$ cat config.mk
export PLATFORM = sky130hd
export DESIGN_NAME = game_referee
export DESIGN_NICKNAME = d
export VERILOG_FILES = /design/src/rtl/game_referee.sv
export SDC_FILE = /design/constraint.sdc
export NUM_CORES = 1
export LEC_CHECK = 0
export CORE_MARGIN = 2
export CORE_UTILIZATION = 36
export DETAILED_ROUTE_END_ITERATION = 16
export GPL_TIMING_DRIVEN = 0
export SETUP_SLACK_MARGIN = 0.4
export SLEW_MARGIN = 20
export SYNTH_ARGS = -nofsm -noshare
export SYNTH_HDL_FRONTEND = slang
export SYNTH_SLANG_ARGS = --single-unit
$ cat constraint.sdc
create_clock -name clk_i -period 9 [get_ports clk_i]
set_clock_uncertainty 0.2 [all_clocks]
set_input_delay 1.8 -clock clk_i [delete_from_list [all_inputs] [get_ports clk_i]]
set_output_delay 1.8 -clock clk_i [all_outputs]
set_load 0.02 [all_outputs]
$ cat src/rtl/game_referee.sv
// game_referee: round controller for the gravity-runner game.
// Runs the lobby (players join), the start countdown and live play, and
// eliminates players whose sprite stays outside the playfield too long.
//
// Optional feature macro: GAME_REFEREE_SCORE_EN builds the survival score
// prescaler and counter; when undefined score_o is tied to 0.
//
// Ports:
//   clk_i          system clock
//   rst_i          asynchronous active-low reset
//   new_game_i     debounced new-game button (level)
//   join_i[3:0]    debounced per-player join buttons (level)
//   pN_loc_i[8:0]  player N sprite top-edge y location
//   player_en_o    joined / still-alive players
//   state_o        0 LOBBY, 1 COUNTDOWN, 2 PLAY, 3 OVER
//   play_o         high in PLAY
//   winner_o       winning player set, valid in OVER
//   winner_valid_o high in OVER
//   score_o        survival score of the current or last round
module game_referee #(
    parameter int unsigned WindowHeight    = 480,
    parameter int unsigned PlayerHeight    = 40,
    parameter int unsigned OutLow          = 2,
    parameter int unsigned OutHoldCycles   = 1_000_000,
    parameter int unsigned CountdownCycles = 300_000_000,
    parameter int unsigned ScoreDiv        = 1_000_000
) (
    input  logic        clk_i,
    input  logic        rst_i,
    input  logic        new_game_i,
    input  logic [3:0]  join_i,
    input  logic [8:0]  p0_loc_i,
    input  logic [8:0]  p1_loc_i,
    input  logic [8:0]  p2_loc_i,
    input  logic [8:0]  p3_loc_i,
    output logic [3:0]  player_en_o,
    output logic [1:0]  state_o,
    output logic        play_o,
    output logic [3:0]  winner_o,
    output logic        winner_valid_o,
    output logic [15:0] score_o
);

    localparam int unsigned NumPlayers = 4;
    localparam int unsigned LocW       = 9;
    localparam int unsigned OutCntW    = 20;
    localparam int unsigned CdCntW     = 32;
    localparam int unsigned StartW     = 3;

    localparam logic [LocW-1:0]    OutHighThr = LocW'(WindowHeight - PlayerHeight);
    localparam logic [LocW-1:0]    OutLowThr  = LocW'(OutLow);
    localparam logic [OutCntW-1:0] OutLast    = OutCntW'(OutHoldCycles - 1);
    localparam logic [CdCntW-1:0]  CdLast     = CdCntW'(CountdownCycles - 1);

    localparam logic [1:0] StLobby     = 2'd0;
    localparam logic [1:0] StCountdown = 2'd1;
    localparam logic [1:0] StPlay      = 2'd2;
    localparam logic [1:0] StOver      = 2'd3;

    logic [1:0]            state_q, state_d;
    logic [NumPlayers-1:0] en_q, en_d;
    logic [NumPlayers-1:0] win_q, win_d;
    logic [StartW-1:0]     start_q, start_d;
    logic [CdCntW-1:0]     cd_q, cd_d;
    logic [OutCntW-1:0]    ocnt_q [NumPlayers];
    logic [OutCntW-1:0]    ocnt_d [NumPlayers];

    logic                  ng_s_q, ng_p_q;
    logic [NumPlayers-1:0] jn_s_q, jn_p_q;
    logic                  ng_rise;
    logic [NumPlayers-1:0] join_rise;

    logic [LocW-1:0]       loc [NumPlayers];
    logic [NumPlayers-1:0] out_now;
    logic [StartW-1:0]     remain;

    function automatic logic [StartW-1:0] popcnt4(input logic [NumPlayers-1:0] v);
        logic [StartW-1:0] c;
        c = '0;
        for (int i = 0; i < NumPlayers; i++) begin
            c = c + StartW'(v[i]);
        end
        return c;
    endfunction

    // Button rise detection on the once-registered samples
    assign ng_rise   = ng_s_q & ~ng_p_q;
    assign join_rise = jn_s_q & ~jn_p_q;

    // Per-player out-of-bounds decode
    always_comb begin
        loc[0] = p0_loc_i;
        loc[1] = p1_loc_i;
        loc[2] = p2_loc_i;
        loc[3] = p3_loc_i;
        out_now = '0;
        for (int i = 0; i < NumPlayers; i++) begin
            out_now[i] = (loc[i] < OutLowThr) || (loc[i] >= OutHighThr);
        end
    end

    // Next-state and round bookkeeping
    always_comb begin
        state_d = state_q;
        en_d    = en_q;
        win_d   = win_q;
        start_d = start_q;
        cd_d    = cd_q;
        ocnt_d  = ocnt_q;
        remain  = '0;

        case (state_q)
            StLobby: begin
                // Joins on the start edge are dropped so start_count matches player_en_o
                if (ng_rise && (en_q != '0)) begin
                    state_d = StCountdown;
                    start_d = popcnt4(en_q);
                    cd_d    = '0;
                end else begin
                    en_d = en_q | join_rise;
                end
            end

            StCountdown: begin
                if (cd_q == CdLast) begin
                    state_d = StPlay;
                    cd_d    = '0;
                    for (int i = 0; i < NumPlayers; i++) begin
                        ocnt_d[i] = '0;
                    end
                end else begin
                    cd_d = cd_q + CdCntW'(1);
                end
            end

            StPlay: begin
                for (int i = 0; i < NumPlayers; i++) begin
                    if (en_q[i]) begin
                        if (out_now[i]) begin
                            if (ocnt_q[i] == OutLast) begin
                                en_d[i]   = 1'b0;
                                ocnt_d[i] = '0;
                            end else begin
                                ocnt_d[i] = ocnt_q[i] + OutCntW'(1);
                            end
                        end else begin
                            ocnt_d[i] = '0;
                        end
                    end
                end
                // End condition looks at the enables after this edge's eliminations
                remain = popcnt4(en_d);
                if (((start_q > StartW'(1)) && (remain <= StartW'(1))) ||
                    ((start_q == StartW'(1)) && (remain == '0))) begin
                    state_d = StOver;
                    win_d   = (remain == StartW'(1)) ? en_d : (en_q & ~en_d);
                end
            end

            StOver: begin
                if (ng_rise) begin
                    state_d = StLobby;
                    en_d    = '0;
                    win_d   = '0;
                    start_d = '0;
                    cd_d    = '0;
                    for (int i = 0; i < NumPlayers; i++) begin
                        ocnt_d[i] = '0;
                    end
                end
            end

            default: state_d = StLobby;
        endcase
    end

    // State and bookkeeping registers
    always_ff @(posedge clk_i or negedge rst_i) begin
        if (!rst_i) begin
            state_q <= StLobby;
            en_q    <= '0;
            win_q   <= '0;
            start_q <= '0;
            cd_q    <= '0;
            ng_s_q  <= 1'b0;
            ng_p_q  <= 1'b0;
            jn_s_q  <= '0;
            jn_p_q  <= '0;
            for (int i = 0; i < NumPlayers; i++) begin
                ocnt_q[i] <= '0;
            end
        end else begin
            state_q <= state_d;
            en_q    <= en_d;
            win_q   <= win_d;
            start_q <= start_d;
            cd_q    <= cd_d;
            ng_s_q  <= new_game_i;
            ng_p_q  <= ng_s_q;
            jn_s_q  <= join_i;
            jn_p_q  <= jn_s_q;
            for (int i = 0; i < NumPlayers; i++) begin
                ocnt_q[i] <= ocnt_d[i];
            end
        end
    end

    assign player_en_o    = en_q;
    assign state_o        = state_q;
    assign winner_o       = win_q;
    assign play_o         = (state_q == StPlay);
    assign winner_valid_o = (state_q == StOver);

`ifdef GAME_REFEREE_SCORE_EN
    localparam int unsigned ScoreW = 16;
    localparam int unsigned PreW   = (ScoreDiv > 1) ? $clog2(ScoreDiv) : 1;
    localparam logic [PreW-1:0] PreLast = PreW'(ScoreDiv - 1);

    logic [PreW-1:0]   pre_q, pre_d;
    logic [ScoreW-1:0] score_q, score_d;

    // Survival score: prescaled PLAY-cycle count, saturating
    always_comb begin
        pre_d   = pre_q;
        score_d = score_q;
        if ((state_q == StCountdown) && (state_d == StPlay)) begin
            pre_d   = '0;
            score_d = '0;
        end else if (state_q == StPlay) begin
            if (pre_q == PreLast) begin
                pre_d = '0;
                if (score_q != {ScoreW{1'b1}}) begin
                    score_d = score_q + ScoreW'(1);
                end
            end else begin
                pre_d = pre_q + PreW'(1);
            end
        end else if ((state_q == StOver) && (state_d == StLobby)) begin
            pre_d = '0;
        end
    end

    always_ff @(posedge clk_i or negedge rst_i) begin
        if (!rst_i) begin
            pre_q   <= '0;
            score_q <= '0;
        end else begin
            pre_q   <= pre_d;
            score_q <= score_d;
        end
    end

    assign score_o = score_q;
`else
    assign score_o = '0;
`endif

endmodule

## Word-level counts from Yosys, hierarchy flattened

Cells that the tools add are included.
Widths: inputs -> output; s select.

| word-level totals | value |
|---|---|
| logic and storage cells | 134 |
| memory bits (read-only) | 0 |
| bits in latches | 0 |
| output and inout bits | 28 |
| register bits | 135 |
| memory bits (writable) | 0 |
| input port bits | 43 |
| memories | 0 |

| operators by class | value |
|---|---|
| order comparisons | 10 |
| $mul | 0 |
| mux-type cells | 49 |
| shift-type cells | 0 |
| $add $sub $neg | 11 |
| bitwise logic cells | 7 |
| divide/modulo/power cells | 0 |
| equal/unequal tests | 19 |
| reductions and logical operators | 25 |

Operators with widths:

| cell | number |
|---|---|
| $mux 20 | 12 |
| $pmux 80 s3 | 1 |
| $mux 80 | 2 |
| $mux 32 | 3 |
| $pmux 32 s3 | 1 |
| $add 20x1->20 const B | 4 |
| $eq 20x20->1 const B | 4 |
| $ge 9x9->1 const B | 4 |
| $lt 9x2->1 const B | 4 |
| $add 32x1->32 const B | 1 |
| $eq 32x29->1 const B | 1 |
| $reduce_and 4->1 | 5 |
| $mux 1 | 16 |
| $mux 4 | 4 |
| $ne 2x1->1 const B | 6 |
| $pmux 4 s3 | 1 |
| $reduce_and 3->1 | 4 |
| $reduce_bool 3->1 | 3 |
| $and 4x4->4 | 2 |
| $mux 2 | 4 |
| $not 4->4 | 2 |
| $pmux 2 s4 | 1 |
| $pmux 4 s2 | 1 |
| $add 2x1->3 | 2 |
| 19 further kinds | 33 |

## Longest topological paths before layout

| depth | value |
|---|---|
| depth after elaboration | 13 |
| depth in mapped cells | 17 |
| depth with buffers taken out | 16 |

## Least setup slack after synthesis

OpenSTA, ideal clock, no wires.

| timing path | value |
|---|---|
| path kind | input to register |
| from | in p0_loc_i[4] |
| to | reg win_q[0], in the netlist winner_o[0] |
| buffers on the path | 1 |
| cell stages on the path | 15 |
| slack | 3494 ps |
| library setup time | 110 ps |
| arrival time | 5196 ps |
| required time | 8690 ps |
| cell sequence | nor4_1 > a32oi_1 > or3_1 > nand2_1 > fa_1 > inv_1 > ha_1 > inv_1 > ha_1 > or4b_1 > o311ai_0 > nand2_1 > or2_2 > clkbuf_1 > o41ai_1 |

| on the way | value |
|---|---|
| cells in the longest elaborated chain, start to end | 13 |
| elaborated cells on any way between the ends | 22 |

RTL lines:

| element | line | source |
|---|---|---|
| from (decl) | 32 | `input logic [8:0] p0_loc_i,` |
| $lt 9x2->1 or $ge 9x9->1 (tied branches) | 98 | `out_now[i] = (loc[i] < OutLowThr) \|\| (loc[i] >= OutHighThr);` |
| $logic_or 1x1->1 * | 98 |  |
| $mux 1 * | 139 | `if (out_now[i]) begin` |
| $mux 1 * | 138 | `if (en_q[i]) begin` |
| $mux 1 * | 112 | `case (state_q)` |
| $add 1x1->2 | 81 | `c = c + StartW'(v[i]);` |
| $add 2x1->3 | 81 |  |
| $add 3x1->3 | 81 |  |
| $le 3x1->1 or $logic_not 3->1 (tied branches) | 153, 154 |  |
| $logic_and 1x1->1, on equally long branches | 153, 154 |  |
| $logic_or 1x1->1 | 153 | `if (((start_q > StartW'(1)) && (remain <= StartW'(1))) \|\|` |
| $ne 2x1->1 (no source line) | - |  |
| $reduce_and 3->1 (no source line) | - |  |
| to (signal assigned) | 195 | `win_q <= win_d;` |
| to (decl) | 62 | `logic [NumPlayers-1:0] win_q, win_d;` |

Every way passes the cells marked *; elsewhere a longest branch is shown, timed or not. The select of a mux whose other input is x is not followed.
A chain may end at the register's enable or synchronous reset.

## Worst setup path in the final report

| timing path | value |
|---|---|
| from | in p2_loc_i[3] |
| to | reg win_q[0], in the netlist winner_o[0] |

| on the way | value |
|---|---|
| cells in the longest elaborated chain, start to end | 12 |
| elaborated cells on any way between the ends | 19 |

RTL lines:

| element | line | source |
|---|---|---|
| from (decl) | 34 | `input logic [8:0] p2_loc_i,` |
| $lt 9x2->1 or $ge 9x9->1 (tied branches) | 98 |  |
| $logic_or 1x1->1 * | 98 |  |
| $mux 1 * | 139 |  |
| $mux 1 * | 138 |  |
| $mux 1 * | 112 |  |
| $add 2x1->3 * | 81 |  |
| $add 3x1->3 * | 81 |  |
| $le 3x1->1 or $logic_not 3->1 (tied branches) | 153, 154 |  |
| $logic_and 1x1->1, on equally long branches | 153, 154 |  |
| $logic_or 1x1->1 | 153 |  |
| $ne 2x1->1 (no source line) | - |  |
| $reduce_and 3->1 (no source line) | - |  |

Marks and branches as above.

==> impl_metrics.tcl <==
set metrics [dict create \
    io_pins 71 \
    power_w 0.00203 \
    grt_pass1_vias 6476 \
    clk_latency_ns 0.43 \
    grtUsageTotal_pct 17.7 \
    power_frac_comb_pct 33.0 \
    drc 0 \
    first_pass_iters 5 \
    hp-class "flop to flop" \
    syn_to_final_growth_pct 19.0 \
    layout.area.seq_mm2 0.00338 \
    yosysWarnings 0 \
    timing_worst_slew_pin_value_ns 0.964 \
    slew_violations 0 \
    critPathMaxFanout 8 \
    period_minus_slack_ns 6.05 \
    use_met2_pct 27.6 \
    netlist_area_mm2 0.00782 \
    finalSetupViolCount 0 \
    cts_resized 0 \
    fin_nets 1020 \
    crit_path_cell_trace "clkdlybuf4s50_1, nor4_1, a32oi_1, or3_1, nand2_1, fa_1, inv_1, ha_1, inv_1, ha_1, or4b_1, o311ai_0, nand2_1, or2_2, clkbuf_1, o41ai_1" \
    end_kind "flop" \
    cp_data_arrival_time_ns 6.16 \
    use_met3_pct 3.10 \
    max_stage_delay_ns 0.49 \
    outcome "completed" \
    postCtsHoldBufs 0 \
    slew_headroom_pct 35.1 \
    setup_tns_ns 0 \
    grt-ovfl-total 0 \
    routabilityCongestion 0.806 \
    crit_slowest_cell "or4b_1" \
    hold_viol 0 \
    static-leakage-power_nw 3.72 \
    postCtsSetupBuffers 0 \
    switching_share_pct 38.8 \
    ir_worst_vdd_mv 0.138 \
    syn_area_per_cell_um2 8.95 \
    p_per_area_mw_per_mm2 218 \
    clkSlewWorstSetupHoldPaths_ns 0.06 \
    synthFlopType "dfrtp_1" \
    drt-wirelength-per-cell_um 15.4 \
    switchingPower_w 0.000786 \
    num-fill-cells 2036 \
    timing_worst_setup_path_type "input port to flop" \
    h-tree-depth 4 \
    drtAntennaViolNets 0 \
    via_per_inst 5.44 \
    seq_power_share_pct 34.2 \
    cts_buffers 17 \
    numPortBuffers 50 \
    seq_area_frac_synth_pct 43.2 \
    start_util_pct 37.0 \
    drive_gt1_share_pct 8.23 \
    cts_tree "done" \
    required_ns 9.11 \
    die_x_um 151 \
    period_share_pct 67.3 \
    drt-total-wl_mm 19.2 \
    die_y_um 151 \
    hpwl_mm 13.3 \
    die-area_mm2 0.0229 \
    netlist_instances 874 \
    antenna_found_initial 0 \
    async_flop_share_pct 100 \
    fmax_mhz 165 \
    synth_edf_count 0 \
    cap_violations 0 \
    rsz0062_at_grt "false" \
    met1_usage_pct 25.0 \
    cts_sinks 135 \
    antenna_cells 0 \
    cp-start-kind "input port" \
    grt_max_degree 82 \
    vias 6784 \
    cts_root_buf "clkbuf_16" \
    ys_ff_latch 135 \
    multi_input_area_mm2 0.00410 \
    drt-initial-drc-count 369 \
    clock_path_buffers 2 \
    internal_power_w 0.00124 \
    p_clk_share_pct 32.9 \
    coreArea_mm2 0.0212 \
    row_count 53 \
    ys_types 60 \
    busiest_layer "met2" \
    grt_pass1_wl_mm 32.5 \
]
through the flow:
stage / hold slack [ns] / setup WS [ns] / cell area, µm² / std cells / util [%]
after floorplan: 0.146 / 3.49 / 7880 / 889 / -
after global placement: 0.161 / 0.202 / 8720 / 1214 / 41.2
after detailed placement: 0.162 / 2.56 / 8760 / 1215 / 41.4
after CTS: 0.172 / 2.94 / 9310 / 1247 / 44.0
after global routing: 0.184 / 2.63 / 9310 / 1247 / 44.0
final: 0.169 / 2.95 / 9310 / 1247 / 44.0
sequential cells by signal, indices dropped and copies added (netlist names), 2 cells and up:
name / cells
player_en_o: 4
winner_o: 4
cd_q: 32
ocnt_q: 80
start_q: 3
jn_s_q: 4
state_o: 2
jn_p_q: 4
cells in the mapped netlist, drive strengths merged, types with 3 or more instances:
master	count	area (µm²)
dfrtp	135	3380
o21ai	117	597
nand2	70	263
nor2	63	236
nand3	59	295
o31ai	50	415
nor2b	35	219
inv	30	113
a21oi	27	135
buf	25	201
clkbuf	23	86.3
and3	20	125
nand4	19	119
nor3	19	95.1
ha	16	200
xnor2	15	131
o41ai	14	138
a31oi	12	75.1
nor4	12	75.1
nand2b	11	68.8
or3	11	68.8
and4	9	78.8
or4	9	67.6
nor4b	8	70.1
or2	7	43.8
nor3b	6	45.0
a32oi	5	43.8
xor2	5	43.8
o211ai	4	50.1
or4b	4	43.8
a31o	3	26.3
a41oi	3	26.3
and2	3	18.8
nand4b	3	26.3
o311ai	3	26.3
routing by layer:
metal,vias up,share of wire (%)
met5,-,0
met1,3255,49
met4,0,1.3
met3,20,3.5
li1,3384,-
met2,125,46
final timing paths:
| path | slack [ns] | depth (start not counted) | start | endpoint |
|---|---|---|---|---|
| worst min-delay path | 0.17 | 0 | jn_s_q[1] | jn_p_q[1] |
| worst max-delay path | 2.95 | 16 | p2_loc_i[3] | winner_o[0] |
| min in group asynchronous | 1.07 | 1 | rst_i | ocnt_q[49] |
| worst min register to register | 0.17 | 0 | jn_s_q[1] | jn_p_q[1] |
| max in group asynchronous | 6.77 | 2 | rst_i | cd_q[17] |
| worst max register to register | 3.93 | 15 | ocnt_q[51] | winner_o[0] |
cells by family (layout without fill, tap and decap cells):
logic type,after synthesis,after routing,synth area share [%]
AOI/OAI and AO/OA,251,251,20.9
xor gates and xnor gates,20,20,2.24
adders and majority gates,18,18,3.07
buffers and inverters,78,161,5.12
DFF,135,135,43.2
other,1,16,0.0479
and+or+nand+nor,371,371,25.4
power groups by stage:
stage	registers, W	clock network [W]	logic (W)
6_report	0.000692	0.000666	0.000668
5_1_grt	0.000697	0.000707	0.000752
4_1_cts	0.000692	0.000680	0.000674
3_5_place_dp	0.000703	0	0.000671
3_3_place_gp	0.000703	0	0.000666
2_1_floorplan	0.000709	0	0.000408
placed cells by master (no fill, tap or decap), types with 6 or more instances in the layout:
cell type / count
a21oi_1: 27
a31oi_1: 12
and3_1: 20
and4_1: 9
buf_4: 16
buf_6: 6
clkbuf_1: 24
clkbuf_16: 17
clkdlybuf4s50_1: 49
conb_1: 16
dfrtp_1: 135
ha_1: 16
inv_1: 30
nand2_1: 70
nand2b_1: 11
nand3_1: 59
nand4_1: 19
nor2_1: 63
nor2b_1: 35
nor3_1: 19
nor3b_1: 6
nor4_1: 12
nor4b_1: 8
o21ai_0: 80
o21ai_1: 36
o31ai_1: 42
o31ai_2: 8
o41ai_1: 12
or3_1: 11
or4_1: 9
xnor2_1: 15
worst max-delay path: cells and delay by family:
kind | cells | cell delay, ns
buffers and inverters | 4 | 0.75
AO/OA/AOI/OAI | 3 | 0.85
adder cells (fa/ha/maj) | 3 | 0.86
AND/OR/NAND/NOR | 6 | 1.89
final cells by class:
class	count	area share (%)
Inverter	30	1.21
Sequential cell	135	36.3
Timing Repair Buffer	51	5.72
Clock inverter	14	1.36
Buffer	48	3.09
Tap cell	275	3.70
Clock buffer	18	4.61
Multi-Input combinational cell	676	44.0
Note: power is estimated with default switching activity, not from simulation.
